**src/rtl/apb_timer_arbiter.sv**
```systemverilog
// Round-robin arbiter that funnels NREQ requesters onto a single APB timer slave,
// one transfer at a time, with an optional ACCESS-phase wait timeout.
module apb_timer_arbiter #(
  parameter int unsigned NREQ           = 2,
  parameter int unsigned APB_ADDR_WIDTH = 12,
  parameter int unsigned TIMEOUT        = 255
) (
  input  logic                           HCLK,
  input  logic                           HRESET,
  input  logic [NREQ-1:0]                req_i,
  input  logic [NREQ-1:0]                we_i,
  input  logic [NREQ*APB_ADDR_WIDTH-1:0] addr_i,
  input  logic [NREQ*32-1:0]             wdata_i,
  output logic [NREQ-1:0]                gnt_o,
  output logic [NREQ-1:0]                rsp_valid_o,
  output logic [31:0]                    rsp_rdata_o,
  output logic                           rsp_err_o,
  output logic [APB_ADDR_WIDTH-1:0]      PADDR,
  output logic [31:0]                    PWDATA,
  output logic                           PWRITE,
  output logic                           PSEL,
  output logic                           PENABLE,
  input  logic [31:0]                    PRDATA,
  input  logic                           PREADY,
  input  logic                           PSLVERR
);

  localparam int unsigned IW = (NREQ > 1) ? $clog2(NREQ) : 1;
  localparam int unsigned SW = IW + 1;
  localparam int unsigned CW = (TIMEOUT > 0) ? $clog2(TIMEOUT + 1) : 1;
  localparam int unsigned DW = 32;

  typedef enum logic [1:0] {
    IDLE   = 2'd0,
    SETUP  = 2'd1,
    ACCESS = 2'd2
  } state_t;

  state_t              state;
  state_t              state_nxt;
  logic [IW-1:0]       ptr;
  logic [IW-1:0]       ptr_nxt;
  logic [IW-1:0]       win;
  logic [IW-1:0]       idx;
  logic                found;
  logic                grant;
  logic                tmo;
  logic [CW-1:0]       cnt;
  logic [2*NREQ-1:0]   req_dbl;
  logic [NREQ-1:0]     req_rot;
  logic [SW-1:0]       sum;
  logic [SW-1:0]       sum_nxt;

  // Rotate requests so bit 0 is the requester at ptr; first set bit wins.
  always_comb begin
    req_dbl = {req_i, req_i} >> ptr;
    req_rot = req_dbl[NREQ-1:0];
    found   = 1'b0;
    win     = '0;
    sum     = '0;
    for (int unsigned i = 0; i < NREQ; i++) begin
      if (!found && req_rot[i]) begin
        found = 1'b1;
        sum   = SW'(ptr) + SW'(i);
        if (sum >= SW'(NREQ)) sum = sum - SW'(NREQ);
        win   = sum[IW-1:0];
      end
    end
    sum_nxt = SW'(win) + SW'(1);
    if (sum_nxt >= SW'(NREQ)) sum_nxt = '0;
    ptr_nxt = sum_nxt[IW-1:0];
  end

  assign grant = (state == IDLE) && found;
  assign tmo   = (TIMEOUT != 0) && !PREADY && ((32'(cnt) + 32'd1) >= TIMEOUT);

  always_ff @(posedge HCLK or posedge HRESET) begin
    if (HRESET) state <= IDLE;
    else        state <= state_nxt;
  end

  always_comb begin
    state_nxt = state;
    case (state)
      IDLE:    if (found) state_nxt = SETUP;
      SETUP:   state_nxt = ACCESS;
      ACCESS:  if (PREADY || tmo) state_nxt = IDLE;
      default: state_nxt = IDLE;
    endcase
  end

  // Grant is combinational so a request in IDLE is accepted in the same cycle.
  always_comb begin
    gnt_o   = '0;
    PSEL    = 1'b0;
    PENABLE = 1'b0;
    case (state)
      IDLE:    if (found && !HRESET) gnt_o = NREQ'(1) << win;
      SETUP:   PSEL = 1'b1;
      ACCESS:  begin
        PSEL    = 1'b1;
        PENABLE = 1'b1;
      end
      default: ;
    endcase
  end

  always_ff @(posedge HCLK or posedge HRESET) begin
    if (HRESET) begin
      ptr         <= '0;
      idx         <= '0;
      PWRITE      <= 1'b0;
      PADDR       <= '0;
      PWDATA      <= '0;
      cnt         <= '0;
      rsp_valid_o <= '0;
      rsp_rdata_o <= '0;
      rsp_err_o   <= 1'b0;
    end else begin
      rsp_valid_o <= '0;
      rsp_rdata_o <= '0;
      rsp_err_o   <= 1'b0;
      if (grant) begin
        ptr    <= ptr_nxt;
        idx    <= win;
        PWRITE <= we_i[win];
        PADDR  <= addr_i[win*APB_ADDR_WIDTH +: APB_ADDR_WIDTH];
        PWDATA <= we_i[win] ? wdata_i[win*DW +: DW] : '0;
      end
      // Wait counter saturates rather than wrapping when TIMEOUT is disabled.
      if (state == SETUP) cnt <= '0;
      else if (state == ACCESS && !PREADY && !(&cnt)) cnt <= cnt + CW'(1);
      if (state == ACCESS && (PREADY || tmo)) begin
        rsp_valid_o <= NREQ'(1) << idx;
        rsp_rdata_o <= (PREADY && !PWRITE) ? PRDATA : '0;
        rsp_err_o   <= PREADY ? PSLVERR : 1'b1;
      end
    end
  end

endmodule

```
**config.mk**
```make
export PLATFORM = sky130hd
export DESIGN_NAME = apb_timer_arbiter
export DESIGN_NICKNAME = d
export VERILOG_FILES = /design/src/rtl/apb_timer_arbiter.sv
export SDC_FILE = /design/constraint.sdc
export NUM_CORES = 1
export LEC_CHECK = 0
export BUFFER_PORTS_ARGS = -buffer_cell sky130_fd_sc_hd__buf_2
export CAP_MARGIN = 20
export CORE_MARGIN = 2
export CORE_UTILIZATION = 45
export DETAILED_ROUTE_END_ITERATION = 6
export PLACE_DENSITY = 0.8
export SETUP_SLACK_MARGIN = 0.02
export SYNTH_ARGS = -nofsm -noshare
export SYNTH_HDL_FRONTEND = slang
export SYNTH_SLANG_ARGS = --single-unit
```
**constraint.sdc**
```tcl
create_clock -name HCLK -period 4.4 [get_ports HCLK]
set_clock_uncertainty 0.15 [all_clocks]
set_input_delay 0.88 -clock HCLK [delete_from_list [all_inputs] [get_ports HCLK]]
set_output_delay 0.88 -clock HCLK [all_outputs]
set_load 0.02 [all_outputs]
```
==> results.yml <==
worst_setup_path:
  crit_arrival_ps: 1920
  worst-path-buf-inv: 3
  slowest_delay_ps: 520
  cp_slowest_cell: "o21a_1"
  path_cells: "buf_2, inv_1, o21a_1, nor3_1, buf_2"
  cp-end-kind: "output port"
  cp.depth: 5
  critPathTopFamily: "compound AO/OA/AOI/OAI gates"
  path_class: "input port to output port"
  cpMostUsedCell: "buf_2"
  crit_required_ps: 3370
  r2r_cells: 6
  startpoint_type: "input port"
  critPathMaxFanout: 17
timing:
  worstMarginPinSlew_ps: 934.0
  final.period_utilization: 0.6700
  whs_ps: 327.1
  hold_violations: 0
  rsz0062_at_grt: "false"
  fin_crit_ps: 2948
  fmax_ghz: 0.3392
  tns_ps: 0
  finalSetupViolations: 0
  slew-limit-headroom: 0.3773
  finalMaxSlewViolations: 0
final_layout:
  final_cell_area_um2: 5430
  fin_nets: 700
  layout_common_cells: "buf_2 (211), dfrtp_1 (92), nand2_1 (41)"
  diodes: 0
  drive_above_1_share: 0.4248
  final_common_cell: "buf_2"
  synthToLayoutAreaGrowth_pct: 35.16
  nFillCells: 740
  seq_area_um2: 2302
  multiInputGateArea_um2: 1623
  final_cells: 680
global_route:
  grt_pass1_vias: 3537
  grt_usage: 0.2183
  grt_pass1_wl_um: 17060
  antenna_found_initial: 1
  grt-ovfl-total: 0
  grt_max_degree: 55
logic_synthesis:
  netlist_area_um2: 4018
  synth_xor_area_frac: 0.01744
  ys_warn_count: 0
  ys.flop_type: "dfrtp_1"
  synth_mux_area_frac: 0.07973
  yosys.area_share.simple: 0.1514
  synthAdderAreaFrac: 0.01557
  synthArstFlopShare: 1.000
  synth_top_family_by_area: "simple AND/OR/NAND/NOR gates"
  ys_seq_area_frac: 0.5730
  syn-instance-count: 361
  synth_nets: 494
  synth_compound_area_frac: 0.1333
  ys_ff_latch: 92
  avgSynthCellArea_um2: 11.13
  synth-edff-count: 0
  synth.distinct_cells: 39
clock_network:
  cts.clk_slew.worst_paths_ps: 90
  cts_buffer_depth: 2
  post-cts-setup-buffer-count: 0
  cts_resized: 0
  cts_tree: "yes"
  cts_buffers: 9
  ctsHoldBuffers: 0
  clock_sinks: 92
  cts_root_buf: "clkbuf_8"
  cts_htree_levels: 3
  insertion_delay_ps: 350
floorplan:
  die_y_um: 98.49
  placementRows: 34
  initial_core_util: 0.4629
  design.core.area_um2: 8678
  io_pins: 212
  die_area_um2: 9700
  die_w_um: 98.49
power:
  peakVddDrop_mv: 0.2456
  swShare: 0.3943
  leakage_nw: 3.055
  seqPwrFrac: 0.398
  internal_power_mw: 1.815
  power.share.clock: 0.217
  combPwrFrac: 0.385
  pwr_density_cell_nw_per_um2: 551.7
  power_switching_mw: 1.181
  power.total_mw: 2.996
detailed_routing:
  num_vias: 3433
  routed_wl_um: 10450
  final_antenna_net_count: 0
  via_per_inst: 5.049
  firstDrtPassIters: 4
  routedWlPerCell_um: 15.37
  drtIter0Drc: 115
  drc: 0
run_status:
  status: "finished clean"
placed_design:
  dp_cells: 663
  gp_congestion: 0.8394
  dpl.hpwl_um: 7882
  portBuffers: 211
  place_area_um2: 5185
min_path:
  min_path_type: "register to register"
  holdPathStages: 2
flow_run:
  maxCapViolations: 0
## power groups by stage
stage	sequential, mW	clock (mW)	combinational (mW)
after global placement	1.20	0	1.12
after floorplan	1.42	0	0.514
after CTS	1.19	0.665	1.16
after global routing	1.22	0.697	1.26
final	1.19	0.650	1.15
after detailed placement	1.21	0	1.16
## synthesized netlist by cell type, drive strengths merged, types with 2 or more instances
master	number	area (um2)
a22o	24	210.2
and3	2	12.51
and2	33	206.5
nor2	16	60.06
a21oi	5	28.78
xor2	5	43.79
nor2b	4	25.02
clkbuf	16	60.06
nand4	5	31.28
nand2	41	153.9
inv	8	30.03
ha	5	62.56
mux2i	32	320.3
dfrtp	92	2302
o21a	2	15.01
and4	2	17.52
o21ai	39	195.2
a31oi	2	12.51
nor3	4	25.02
xnor2	3	26.28
buf	6	28.77
and3b	2	17.52
## worst reg2reg max path, stage by stage (launching register included)
cell and delay (ps):
dfrtp_1 500, ha_1 350, and4_1 260, a21oi_1 750, and3b_1 270, a31oi_1 170, o31ai_1 100
## cell type report
cell class | count | share of cell area
Tap cell | 108 | 0.02488
Timing Repair Buffer | 217 | 0.2041
Inverter | 8 | 0.005760
Sequential cell | 92 | 0.4240
Multi-Input combinational cell | 239 | 0.2988
Clock inverter | 7 | 0.01959
Clock buffer | 9 | 0.02281
## metrics by stage
stage                 util  setup WS [ps]
floorplan                -          978.0
global placement    0.5975           1332
detailed placement  0.5975           1156
CTS                 0.6240           1453
global route        0.6257           1331
finish              0.6257           1452
## metal layers
layer,routed length [um],vias to the layer above,global-route usage,part of all wire
li1,-,1655,-,-
met4,176,0,0.07271,0.017
met1,4103,1622,0.2711,0.39
met2,5487,143,0.3799,0.52
met3,686,13,0.04823,0.066
met5,0,-,0,0
## registers in the layout, indices dropped and copies added (netlist names)
name	cells
PWDATA	32
rsp_rdata_o	32
PADDR	12
cnt	8
rsp_valid_o	2
state	2
PWRITE	1
idx	1
ptr	1
rsp_err_o	1
## cell families after synthesis
logic type	after synthesis
and+or+nand+nor	116
xor gates and xnor gates	8
DFF	92
muxes	32
adders and majority gates	5
AOI/OAI and AO/OA	78
buffers and inverters	30
## final timing paths
kind | startpoint | to | slack, ps
min in group asynchronous | HRESET | PADDR[4] | 560
setup / recovery | req_i[0] | gnt_o[0] | 1450
hold / removal | PWDATA[12] | PWDATA[12] | 330
hold reg to reg | PWDATA[12] | PWDATA[12] | 330
setup reg to reg | cnt[0] | state[1] | 1730
max in group asynchronous | HRESET | PWDATA[13] | 2510
Note: power is estimated with default switching activity, not from simulation.
